==> config.mk <==
export PLATFORM = sky130hd
export DESIGN_NAME = serial_tx
export DESIGN_NICKNAME = d
export VERILOG_FILES = /design/src/rtl/serial_pkg.sv /design/src/rtl/serial_tx_bit_timer.sv /design/src/rtl/serial_tx.sv
export SDC_FILE = /design/constraint.sdc
export NUM_CORES = 1
export LEC_CHECK = 0
export ABC_AREA = 1
export CORE_MARGIN = 2
export CORE_UTILIZATION = 52
export DETAILED_ROUTE_END_ITERATION = 10
export PLACE_DENSITY = 0.87
export RECOVER_POWER = 100
export SYNTH_ARGS = -nofsm -noshare
export SYNTH_HDL_FRONTEND = slang
export SYNTH_SLANG_ARGS = --single-unit
==> constraint.sdc <==
create_clock -name C -period 1.8 [get_ports C]
set_clock_uncertainty 0.2 [all_clocks]
set_input_delay 0.36 -clock C [delete_from_list [all_inputs] [get_ports C]]
set_output_delay 0.36 -clock C [all_outputs]
set_load 0.005 [all_outputs]
==> src/rtl/serial_pkg.sv <==
// Shared definitions for the framed serial link (transmitter and receiver).
package serial_pkg;

  // Frame state encoding, shared with the matching receiver.
  typedef enum logic [1:0] {
    IDLE  = 2'd0,
    START = 2'd1,
    DATA  = 2'd2,
    STOP  = 2'd3
  } tx_state_e;

  // Line levels that frame every word.
  localparam logic LINE_IDLE = 1'b1;
  localparam logic START_BIT = 1'b0;
  localparam logic STOP_BIT  = 1'b1;

  // Counter width helper: clog2 with a floor of one bit.
  function automatic int cnt_width(input int n);
    return (n > 1) ? $clog2(n) : 1;
  endfunction

endpackage

==> src/rtl/serial_tx_bit_timer.sv <==
// Bit-period divider: counts 0..CLKS_PER_BIT-1 and pulses tick_o on the
// last cycle of each bit, i.e. the edge that forms the bit boundary.
module serial_tx_bit_timer
  import serial_pkg::*;
#(
  parameter int CLKS_PER_BIT = 4
) (
  input  logic clk_i,
  input  logic rst_i,
  input  logic clear_i,
  output logic tick_o
);

  localparam int CW = cnt_width(CLKS_PER_BIT);

  logic [CW-1:0] cnt_q;
  logic [CW-1:0] cnt_d;

  // Boundary tick; suppressed while held in clear.
  assign tick_o = !clear_i && (cnt_q == CW'(CLKS_PER_BIT - 1));

  // Next count: restart on clear or at a bit boundary.
  always_comb begin
    cnt_d = cnt_q + CW'(1);
    if (clear_i || tick_o) begin
      cnt_d = '0;
    end
  end

  // Divide counter register.
  always_ff @(posedge clk_i) begin
    if (rst_i) begin
      cnt_q <= '0;
    end else begin
      cnt_q <= cnt_d;
    end
  end

endmodule

==> src/rtl/serial_tx.sv <==
// Framed parallel-to-serial transmitter: start bit, WIDTH data bits LSB
// first, stop bit, each held CLKS_PER_BIT clocks.
// Handshake: a word transfers on a rising edge where VALID=1 and READY=1;
// VALID seen while READY=0 is ignored and D is not sampled.
module serial_tx
  import serial_pkg::*;
#(
  parameter int WIDTH        = 8,
  parameter int CLKS_PER_BIT = 4
) (
  input  logic             C,
  input  logic             R,
  input  logic [WIDTH-1:0] D,
  input  logic             VALID,
  output logic             READY,
  output logic             Q,
  output logic             BUSY,
  output tx_state_e        dbg_state_o
);

  localparam int BW = cnt_width(WIDTH);

  tx_state_e        state_q, state_d;
  logic [WIDTH-1:0] shift_q, shift_d;
  logic [BW-1:0]    bit_q, bit_d;
  logic             q_q, q_d;
  logic             ready_q, ready_d;
  logic             busy_q;
  logic             timer_clr;
  logic             tick;
  logic [WIDTH-1:0] shift_next;

  serial_tx_bit_timer #(
    .CLKS_PER_BIT(CLKS_PER_BIT)
  ) u_bit_timer (
    .clk_i   (C),
    .rst_i   (R),
    .clear_i (timer_clr),
    .tick_o  (tick)
  );

  assign shift_next  = shift_q >> 1;
  assign READY       = ready_q;
  assign BUSY        = busy_q;
  assign Q           = q_q;
  assign dbg_state_o = state_q;

  // Next-state and next-output logic; Q is computed one cycle ahead so the
  // line level is taken straight from a flop.
  always_comb begin
    state_d   = state_q;
    shift_d   = shift_q;
    bit_d     = bit_q;
    q_d       = q_q;
    ready_d   = ready_q;
    timer_clr = 1'b0;
    case (state_q)
      IDLE: begin
        timer_clr = 1'b1;
        if (VALID && ready_q) begin
          shift_d = D;
          state_d = START;
          q_d     = START_BIT;
          ready_d = 1'b0;
        end
      end
      START: begin
        if (tick) begin
          state_d = DATA;
          bit_d   = '0;
          q_d     = shift_q[0];
        end
      end
      DATA: begin
        if (tick) begin
          shift_d = shift_next;
          if (bit_q == BW'(WIDTH - 1)) begin
            state_d = STOP;
            q_d     = STOP_BIT;
          end else begin
            bit_d = bit_q + BW'(1);
            q_d   = shift_next[0];
          end
        end
      end
      STOP: begin
        if (tick) begin
          state_d = IDLE;
          ready_d = 1'b1;
          q_d     = LINE_IDLE;
        end
      end
      default: begin
        state_d = IDLE;
        ready_d = 1'b1;
        q_d     = LINE_IDLE;
      end
    endcase
  end

  // State, datapath and output registers; reset aborts any frame in flight.
  always_ff @(posedge C) begin
    if (R) begin
      state_q <= IDLE;
      shift_q <= '0;
      bit_q   <= '0;
      q_q     <= LINE_IDLE;
      ready_q <= 1'b1;
      busy_q  <= 1'b0;
    end else begin
      state_q <= state_d;
      shift_q <= shift_d;
      bit_q   <= bit_d;
      q_q     <= q_d;
      ready_q <= ready_d;
      busy_q  <= ~ready_d;
    end
  end

endmodule

# == Yosys cells after proc, flatten, opt, wreduce, memory -nomap -nowiden ==
# Index checks and enable logic that the tools add are counted.
# totals
reg_bits,18
in_bits,11
output_inout_bits,5
wordCells,56
# op_classes
addsub,2
eq_ne,11
mux,23
n_bitwise,1
reduce_logical,12
# ops
op,count
8-bit two-way mux,2
8-bit one-hot mux with 2 select lines,1
2-bit two-way mux,5
3-bit two-way mux,3
1-bit two-way mux,8
2-bit one-hot mux with 4 select lines,1
4-bit AND reduction,2
"2-bit == test, second input constant",3
"2-bit by 1-bit != test with 1-bit output, second input constant",3
"2-bit != test, second input constant",3
3-bit one-hot mux with 2 select lines,1
5-bit AND reduction,1
1-bit one-hot mux with 4 select lines,1
2-bit nonzero test,2
"3-bit by 1-bit adder with 3-bit output, second input constant",1
"3-bit == test, second input constant",1
3-bit AND reduction,1
"2-bit by 1-bit adder with 2-bit output, second input constant",1
"2-bit by 1-bit == test with 1-bit output, second input constant",1
1-bit logical AND,2
2-bit logical NOT,1
1-bit one-hot mux with 2 select lines,1
2-bit OR reduction,1
1-bit logical NOT,1
other kinds (2),2

# == Longest topological paths before layout ==
# logic_depth
word_depth,7
mapped_depth,9
depth_no_buf,9

# == By module ==
# A second synthesis with hierarchy kept.
# unflattened
hier_cells,153
area_unflattened_um2,988.4
# modules_own_cells
mod,n_inst,cells_per_inst,area_each_um2,seq_area_each_um2
serial_tx,1,142,905.9,320.3
serial_tx_bit_timer,1,11,82.6,40.0

# == Least setup slack after synthesis ==
# Ideal clock, no wire load.
# synth_timing
path_type,register to register
start,"reg state_q[0], in the netlist dbg_state_o[0]"
end,reg shift_q[0]
setup_ps,115
arrival_time_ps,1311
required_ps,1485
path_slack_ps,174
path_stages_with_launch,7
path_buffers,1
synth_period_minus_slack_ps,1626
path_cell_list,dfxtp_1 inv_1 ha_1 o21a_2 buf_6 a21oi_1 nor2_1
# synth_via
elab_chain_cells,6
word_cells_on_any_way,10
classes_between,3 x eq/ne; 2 x mux; 5 x reduce/logical
# synth_lines
element,line_no,source
"start, declared",serial_tx.sv:23,"tx_state_e state_q, state_d;"
"start signal, assigned",serial_tx.sv:111,state_q <= state_d;
2-bit logical NOT,serial_tx.sv:57,case (state_q)
1-bit two-way mux,serial_tx.sv:57,
1-bit logical NOT,serial_tx_bit_timer.sv:20,assign tick_o = !clear_i && (cnt_q == CW'(CLKS_PER_BIT - 1));
1-bit logical AND,serial_tx_bit_timer.sv:20,
2-bit by 1-bit != test with 1-bit output (no source line),-,
3-bit AND reduction (no source line),-,
"end signal, assigned",serial_tx.sv:112,shift_q <= shift_d;
"end, declared",serial_tx.sv:24,"logic [WIDTH-1:0] shift_q, shift_d;"
# Parallel ways exist; a longest one is shown, timed or not.
# A chain may end at the register's enable or synchronous reset.

# == Worst setup path after layout ==
# layout_timing
start,"reg state_q[1], in the netlist dbg_state_o[1]"
end,out dbg_state_o[1]
# layout_rtl
element,line_no,source
"end, declared",serial_tx.sv:18,output tx_state_e dbg_state_o
# No word-level cell between the ends.

==> results.json <==
{
  "p_int_w": 0.00105,
  "final_max_slew_viol_count": 0,
  "crit_buf_inv": 1,
  "p_leak_nw": 0.585,
  "end_kind": "output port",
  "root_buffer": "clkbuf_4",
  "grt_use_met2_pct": 34.7,
  "layout_common_cells": "nand2_1 (33), nor2_1 (24), dfxtp_1 (17), inv_1 (15)",
  "worstMarginPinSlew_ns": 0.359,
  "viasPerCell": 4.97,
  "clk_latency_ns": 0.30,
  "vias": 950,
  "final-setup-viol-count": 0,
  "cts_setup_buffers": 0,
  "r2r_end": "bit_q[2]",
  "postRouteAntennaNets": 0,
  "finish.net_count": 184,
  "final.setup.tns_ns": 0,
  "pin_count": 16,
  "fin_crit_ns": 1.73,
  "synth_edf_count": 0,
  "grt_pass1_vias": 832,
  "grt_max_degree": 17,
  "die_y_um": 48.3,
  "top_usage_layer": "met2",
  "crit_required_ns": 1.24,
  "coreArea_mm2": 0.00190,
  "wl_per_cell_um": 10.9,
  "area_growth_pct": 21.8,
  "layout_setup_ws_ns": 0.0670,
  "yosysTopAreaCellShare_pct": 35.3,
  "maxSlewHeadroom_pct": 76.0,
  "port_buffers": 15,
  "finalHoldViolations": 0,
  "synth_cell_types": 18,
  "critPathMaxFanout": 5,
  "worstPathCellList": "clkdlybuf4s50_1",
  "place_congestion": 0.916,
  "path_clk_slew_ns": 0.10,
  "synth_cells": 145,
  "wirelength_um": 2090,
  "slowest_delay_ns": 0.50,
  "yosys_most_used_dff": "dfxtp_1",
  "power.density_mw_per_mm2": 1430,
  "place_inst": 187,
  "rsz0062_at_grt": "false",
  "clock_power_share_pct": 14.0,
  "dp.final_hpwl_um": 1510,
  "critPathSlowestCell": "clkdlybuf4s50_1",
  "p_comb_share_pct": 52.5,
  "numCtsBuffers": 3,
  "worstPathArrival_ns": 1.17,
  "initial_core_util_pct": 53.6,
  "r2r_start": "dbg_state_o[1]",
  "fin_crit_sh_pct": 96.3,
  "drtIter0Drc": 16,
  "n_antenna_cell": 0,
  "drive_above_1_share_pct": 11.6,
  "pre_cts_ws_ns": -0.0172,
  "synth-seq-area-share_pct": 35.3,
  "clockBufferDepth": 2,
  "die_w_um": 48.3,
  "ys_top_cells_by_area": "dfxtp_1 (35%), nand2_1 (12%), ha_1 (9.8%), nor2_1 (8.8%), nand3_1 (6.4%)",
  "r2r_slack_ns": 0.13,
  "fin_cells": 191,
  "syn_area_mm2": 0.00102,
  "design.die.area_mm2": 0.00233,
  "syn_avg_cell_area_um2": 7.03,
  "switchingPower_w": 0.000722,
  "cp-start-kind": "flip-flop",
  "firstDrtPassIters": 4,
  "antenna_found_initial": 0,
  "cts_max_level": 1,
  "async_reset_ff_share_pct": 0,
  "worstHoldPathType": "reg -> reg",
  "peakVddDrop_v": 0.000741,
  "cts_tree": "yes",
  "worstHoldStart": "u_bit_timer.cnt_q[0]",
  "p_sw_share_pct": 40.7,
  "use_met1_pct": 25.5,
  "grt_usage_pct": 20.7,
  "power_frac_seq_pct": 33.5,
  "yosysWarnings": 0,
  "use_met3_pct": 3.33,
  "hold_depth": 1,
  "num_rows": 16,
  "synth-seq-cells": 18,
  "cts_sinks": 18,
  "grt_pass1_wl_um": 3320,
  "drv_cap": 0,
  "synth_top_cell_by_area": "dfxtp_1",
  "grt_overflow": 0,
  "synth_fp_nets": 164,
  "final_common_cell": "nand2_1",
  "n_fill_cell": 169,
  "critical_path_class": "reg -> out",
  "total_power_w": 0.00177,
  "hold_end": "u_bit_timer.cnt_q[0]",
  "drc": 0,
  "status": "complete, no violations",
  "worst-r2r-cell-count": 8,
  "max_freq_ghz": 0.577,
  "cp_top_family": "buffers and inverters"
}
==> logic make-up (layout without fill, tap and decap cells) <==
family | count (synthesis) | in the layout | synth area share, %
flip-flops | 18 | 18 | 35.3
adder cells (fa/ha/maj) | 8 | 8 | 9.82
buffers and inverters | 20 | 39 | 9.57
AO/OA/AOI/OAI | 20 | 20 | 11.9
AND/OR/NAND/NOR | 79 | 79 | 33.4
==> worst max path at each step <==
stage / from / slack, ns / depth (start not counted) / end
final: dbg_state_o[1] / 0.07 / 1 / dbg_state_o[1]
after global routing: flip-flop / 0.008 / 1 / READY
after CTS: dbg_state_o[1] / 0.04 / 1 / dbg_state_o[1]
after detailed placement: VALID / -0.02 / 7 / shift_q[7]
after global placement: VALID / 0.01 / 7 / shift_q[1]
after floorplan: dbg_state_o[0] / 0.17 / 6 / shift_q[0]
==> final cells by class <==
type | count | area (um2) | share of cell area (%)
clock buffers | 4 | 36.3 | 2.92
flip-flops and latches | 18 | 364 | 29.3
multi-input cells | 107 | 567 | 45.6
repair buffers | 19 | 179 | 14.4
well taps | 27 | 33.8 | 2.72
inverters | 16 | 62.6 | 5.04
==> power groups by stage <==
stage / logic (W) / registers [W] / clock network, W
floorplan: 0.000692 / 0.000595 / 0
global placement: 0.000886 / 0.000591 / 0
detailed placement: 0.000915 / 0.000599 / 0
CTS: 0.000922 / 0.000594 / 0.000257
global route: 0.00105 / 0.000609 / 0.000279
finish: 0.000932 / 0.000594 / 0.000248
==> flip-flops by register name, summed over array words and instances (netlist names), named ones only <==
signal,flops
u_bit_timer.cnt_q,2
BUSY,1
shift_q,8
dbg_state_o,2
bit_q,3
Q,1
==> per-layer routing <==
| metal | vias up | share of wire, % | wire length (um) |
|---|---|---|---|
| li1 | 500 | - | - |
| met1 | 430 | 45 | 938 |
| met2 | 16 | 50 | 1050 |
| met3 | 4 | 3.3 | 69 |
| met4 | 0 | 1.4 | 30 |
| met5 | - | 0 | 0 |
==> repair_timing <==
| item | in CTS | in global routing |
|---|---|---|
| cloned | 0 | 0 |
| hold buffers | 0 | 0 |
| setup endpoints to repair | 2 | 4 |
| resized for setup | 3 | 4 |
==> through the flow <==
stage / hold slack, ns / util [%] / cell area (um2)
3_5_place_dp: 0.222 / 62.9 / 1200
6_report: 0.234 / 65.3 / 1240
3_3_place_gp: 0.205 / 62.9 / 1200
2_1_floorplan: 0.197 / - / 1020
5_1_grt: 0.284 / 65.3 / 1240
4_1_cts: 0.236 / 64.9 / 1230
==> cell usage after synthesis (3+ instances only) <==
cell       n
nand2_1   33
buf_6      3
nor2_1    24
a21boi_1   5
ha_1       8
nand2_2    4
dfxtp_1   18
nand4_1    3
inv_1     14
a21oi_1   10
nand3_1   13
==> worst register-to-register path, stage by stage, from the launching register on <==
cell and delay, ns:
dfxtp_4 0.37, inv_1 0.12, ha_2 0.22, inv_1 0.06, nand2_2 0.17, nand2_2 0.11, nand3_1 0.13, nand2_1 0.09
a21oi_1 0.13
(Power assumes the default switching activity.)
==> patch 1: new RTL, same flow settings <==
Put one more register stage on the output `dbg_state_o`. The value now appears one clock later. The other outputs are not delayed to match.
--- a/src/rtl/serial_tx.sv
+++ b/src/rtl/serial_tx.sv
@@ -44,5 +44,7 @@
   assign BUSY        = busy_q;
   assign Q           = q_q;
-  assign dbg_state_o = state_q;
+  always_ff @(posedge C) begin
+    dbg_state_o <= state_q;
+  end
 
   // Next-state and next-output logic; Q is computed one cycle ahead so the
Function: changed (Yosys sat finds a counterexample within 4 cycles, from zero or initial values).
==> patch 1 against the original RTL <==
Synthesized area increased by 0.12%; count of clock-buffer cells in the layout decreased by 1; non-clock buffer count decreased by 3; routed wire length decreased by 12%; sequential cell count increased by 2; final area decreased by 1.9%; worst setup slack got worse by 0.026 ns; die area increased by 0.10%; power increased by 11%; critical path type unchanged.
==> patch 1: results (changes against the original RTL) <==
Parameter                              Value

Run status
  Status    completed (unchanged)

Worst hold path
  Hold Path Cell Cnt    0 (was 1)
  Hold endpoint    dbg_state_o[0] (was u_bit_timer.cnt_q[0])
  Hold_sp    state_q[0] (was u_bit_timer.cnt_q[0])

Critical path
  RR Startpoint    state_q[0] (was dbg_state_o[1])
  FF-to-FF End    shift_q[1] (was bit_q[2])
  Arrival time reported for the critical path endpoint    1.20 ns (was 1.17 ns)
  Critical Path End    READY (was dbg_state_o[1])
  Max incr delay on CP    0.52 ns (was 0.50 ns)
  Number of cell instances on the worst register-to-register path    9 (was 8)

Logic synthesis
  Synth cell types    19 (was 18)
  Syn nets    163 (was 164)
  Synth top cells by count    nand2_1, nor2_1, dfxtp_1 (unchanged)
  Sequential area share after synthesis    39.2% (was 35.3%)
  Top area cells in the synthesized netlist    dfxtp_1, nand2_1, ha_1, nor2_1, inv_1 (was dfxtp_1, nand2_1, ha_1, nor2_1, nand3_1)

Global route
  All-Layer GR Usage    16.9% (was 20.7%)
  Largest net degree at the start of global routing    14 (was 17)
  Via count of the first global-routing pass    805 (was 832)
  Global-route wire length before repair    3150 um (was 3320 um)

Placed design
  Routability congestion estimate    0.891 (was 0.916)
  DPL Wire Length    1420 um (was 1510 um)

Route
  Overall routed net length    1840 um (was 2090 um)
  Iter 0 DRT Violations    18 (was 16)

STA
  Worst Hold Margin    0.187 ns (was 0.234 ns)
  Worst-Margin Slew    0.380 ns (was 0.359 ns)

Power and ir drop
  Worst vdd rail ir drop    0.841 mV (was 0.741 mV)
## patch 1: changes by cell type in the layout (fill, tap and decap cells not counted), moves of 4 or more
| cell | delta |
|---|---|
| nand2_2 | -4 |
| nand2_1 | +7 |
| nand3_1 | -9 |
| o21ai_1 | +5 |
| a21boi_1 | -5 |
## patch 1: cell families (layout without fill, tap and decap cells)
family / after synthesis / count (layout) / share of synthesized area, %
fa+ha+maj: 8 / 8 / 9.80
simple gates: 75 / 75 / 30.0
compound gates: 21 / 21 / 11.6
flops: 20 / 20 / 39.2
buf+inv: 20 / 36 / 9.31
## patch 1: where the power goes
part           leakage (nW)  total (W)  switching, W  internal (W)
registers             0.165   0.000690     0.0000809      0.000609
clock network        0.0138   0.000203      0.000125     0.0000780
logic                 0.388    0.00108      0.000644      0.000436
## patch 1: per-layer routing
metal | up-vias | track usage [%] | wire (um)
li1 | 483 | - | -
met1 | 419 | 19.1 | 795
met2 | 24 | 31.3 | 937
met3 | 3 | 2.78 | 86
met4 | 0 | 7.14 | 23
met5 | - | 0 | 0
## patch 1: layout make-up
cell class,count,area [um^2],area share [%]
Sequential cell,20,403,33.1
Clock buffer,3,22.5,1.85
Timing Repair Buffer,16,158,12.9
Tap cell,27,33.8,2.77
Multi-Input combinational cell,104,533,43.7
Inverter,17,68.8,5.65
## patch 1: repair_timing
item,4_1_cts,5_1_grt
setup endpoints to repair,1,14
gates cloned,0,0
resized for setup,1,6
setup buffers,0,0
pin swaps,0,1
## patch 1: through the flow
step           TNS (ns)  instances  setup slack [ns]
2_1_floorplan         0        144             0.230
3_3_place_gp          0        184            0.0512
3_5_place_dp          0        184            0.0291
4_1_cts               0        187            0.0271
5_1_grt        -0.00646        187          -0.00349
6_report              0        187            0.0410
==> patch 2: new RTL, same flow settings <==
Made on the original files. `WIDTH`: 8 -> 7.
--- a/src/rtl/serial_tx.sv
+++ b/src/rtl/serial_tx.sv
@@ -6,5 +6,5 @@
   import serial_pkg::*;
 #(
-  parameter int WIDTH        = 8,
+  parameter int WIDTH        = 7,
   parameter int CLKS_PER_BIT = 4
 ) (
Ports: changed (resized D); port bits go from 16 to 15. No check against the original RTL was run, so the function may have changed too.
==> patch 2 against the original RTL <==
Synthesized area is 6.3% lower; worst setup slack better by 0.010 ns; final area is 6.2% lower; largest power group unchanged; sequential cell count is 1 lower; largest cell class unchanged; routed wire length is 11% lower; power is 1.8% higher; critical path type unchanged; critical path depth stayed put.
==> patch 2: results (changes against the original RTL) <==
Parameter                              Value

Route
  Post-DR vias/cell    4.68 (was 4.97)
  Overall routed net length    1860 um (was 2090 um)
  Via Count    843 (was 950)
  Iter 0 DRT Violations    13 (was 16)

STA
  Worst Hold Margin    0.225 ns (was 0.234 ns)
  Worst-Margin Slew    0.218 ns (was 0.359 ns)
  PnR worst setup slack    0.0772 ns (was 0.0670 ns)

Placed design
  Area after detailed placement    1150 um^2 (was 1200 um^2)
  DPL Wire Length    1460 um (was 1510 um)
  Number of placed instances, taps included    176 (was 187)
  Routability congestion estimate    0.858 (was 0.916)
  Post-Place Worst Slack    0.0373 ns (was -0.0172 ns)

Global route
  Via count of the first global-routing pass    759 (was 832)
  All-Layer GR Usage    19.5% (was 20.7%)
  Global-route wire length before repair    3010 um (was 3320 um)
  Largest net degree at the start of global routing    10 (was 17)

Logic synthesis
  Top area cells in the synthesized netlist    dfxtp_1, nand2_1, ha_1, nor2_1, inv_1 (was dfxtp_1, nand2_1, ha_1, nor2_1, nand3_1)
  Synth cell types    21 (was 18)
  Count of mapped cells out of synthesis    134 (was 145)
  Synth top cells by count    nand2_1, nor2_1, dfxtp_1 (unchanged)

Layout
  Ant. Diodes    0 (unchanged)
  Registers with the most flip-flops    shift_q (7), bit_q (3) (was shift_q (8), bit_q (3))

Critical path
  Maximum fanout along the worst path    3 (was 5)

Power and ir drop
  Worst vdd rail ir drop    1.09 mV (was 0.741 mV)
  Net switching power figure    0.000791 W (was 0.000722 W)

Clock tree
  Resized cells post-CTS    0 (was 3)

Run status
  Status    completed (unchanged)
patch 2: cell count changes after synthesis, sizes merged, moves of 2 or more:
| cell | unedited run | this run |
|---|---|---|
| clkinv | 0 | 2 |
| a21oi | 10 | 5 |
| nand4 | 3 | 1 |
| o21ai | 2 | 9 |
| nand2 | 38 | 42 |
| nand3 | 13 | 8 |
| a21boi | 7 | 0 |
patch 2: power groups by stage:
stage,clock (W),sequential [W],combinational [W]
floorplan,0,0.000580,0.000743
global placement,0,0.000582,0.000994
detailed placement,0,0.000592,0.00103
CTS,0.000209,0.000583,0.00103
global route,0.000229,0.000604,0.00114
finish,0.000205,0.000588,0.00101
patch 2: final cells by class:
class,count,area [um^2]
fillers,161,562
multi-input cells,98,520
repair buffers,19,178
flip-flops and latches,17,343
inverters,17,66.3
well taps,25,31.3
clock buffers,4,26.3
patch 2: logic make-up after synthesis:
kind of cell	Yosys count	share of synthesized area, %
AND/OR/NAND/NOR	76	36.9
AO/OA/AOI/OAI	14	8.51
XOR/XNOR	1	0.916
adder cells (fa/ha/maj)	7	9.16
flip-flops	17	35.6
buffers and inverters	19	8.90
patch 2: final timing paths:
kind,end,startpoint
max,READY,register
min,u_bit_timer.cnt_q[0],u_bit_timer.cnt_q[0]
max reg2reg,dbg_state_o[1],dbg_state_o[0]
min reg2reg,u_bit_timer.cnt_q[0],u_bit_timer.cnt_q[0]
patch 2: per-layer routing:
metal / wire length (um) / vias to the layer above / GRT usage [%]
met5: 0 / - / 0
met3: 67 / 5 / 4.62
met4: 29 / 0 / 8.33
li1: - / 454 / -
met2: 932 / 15 / 33.7
met1: 830 / 369 / 22.9
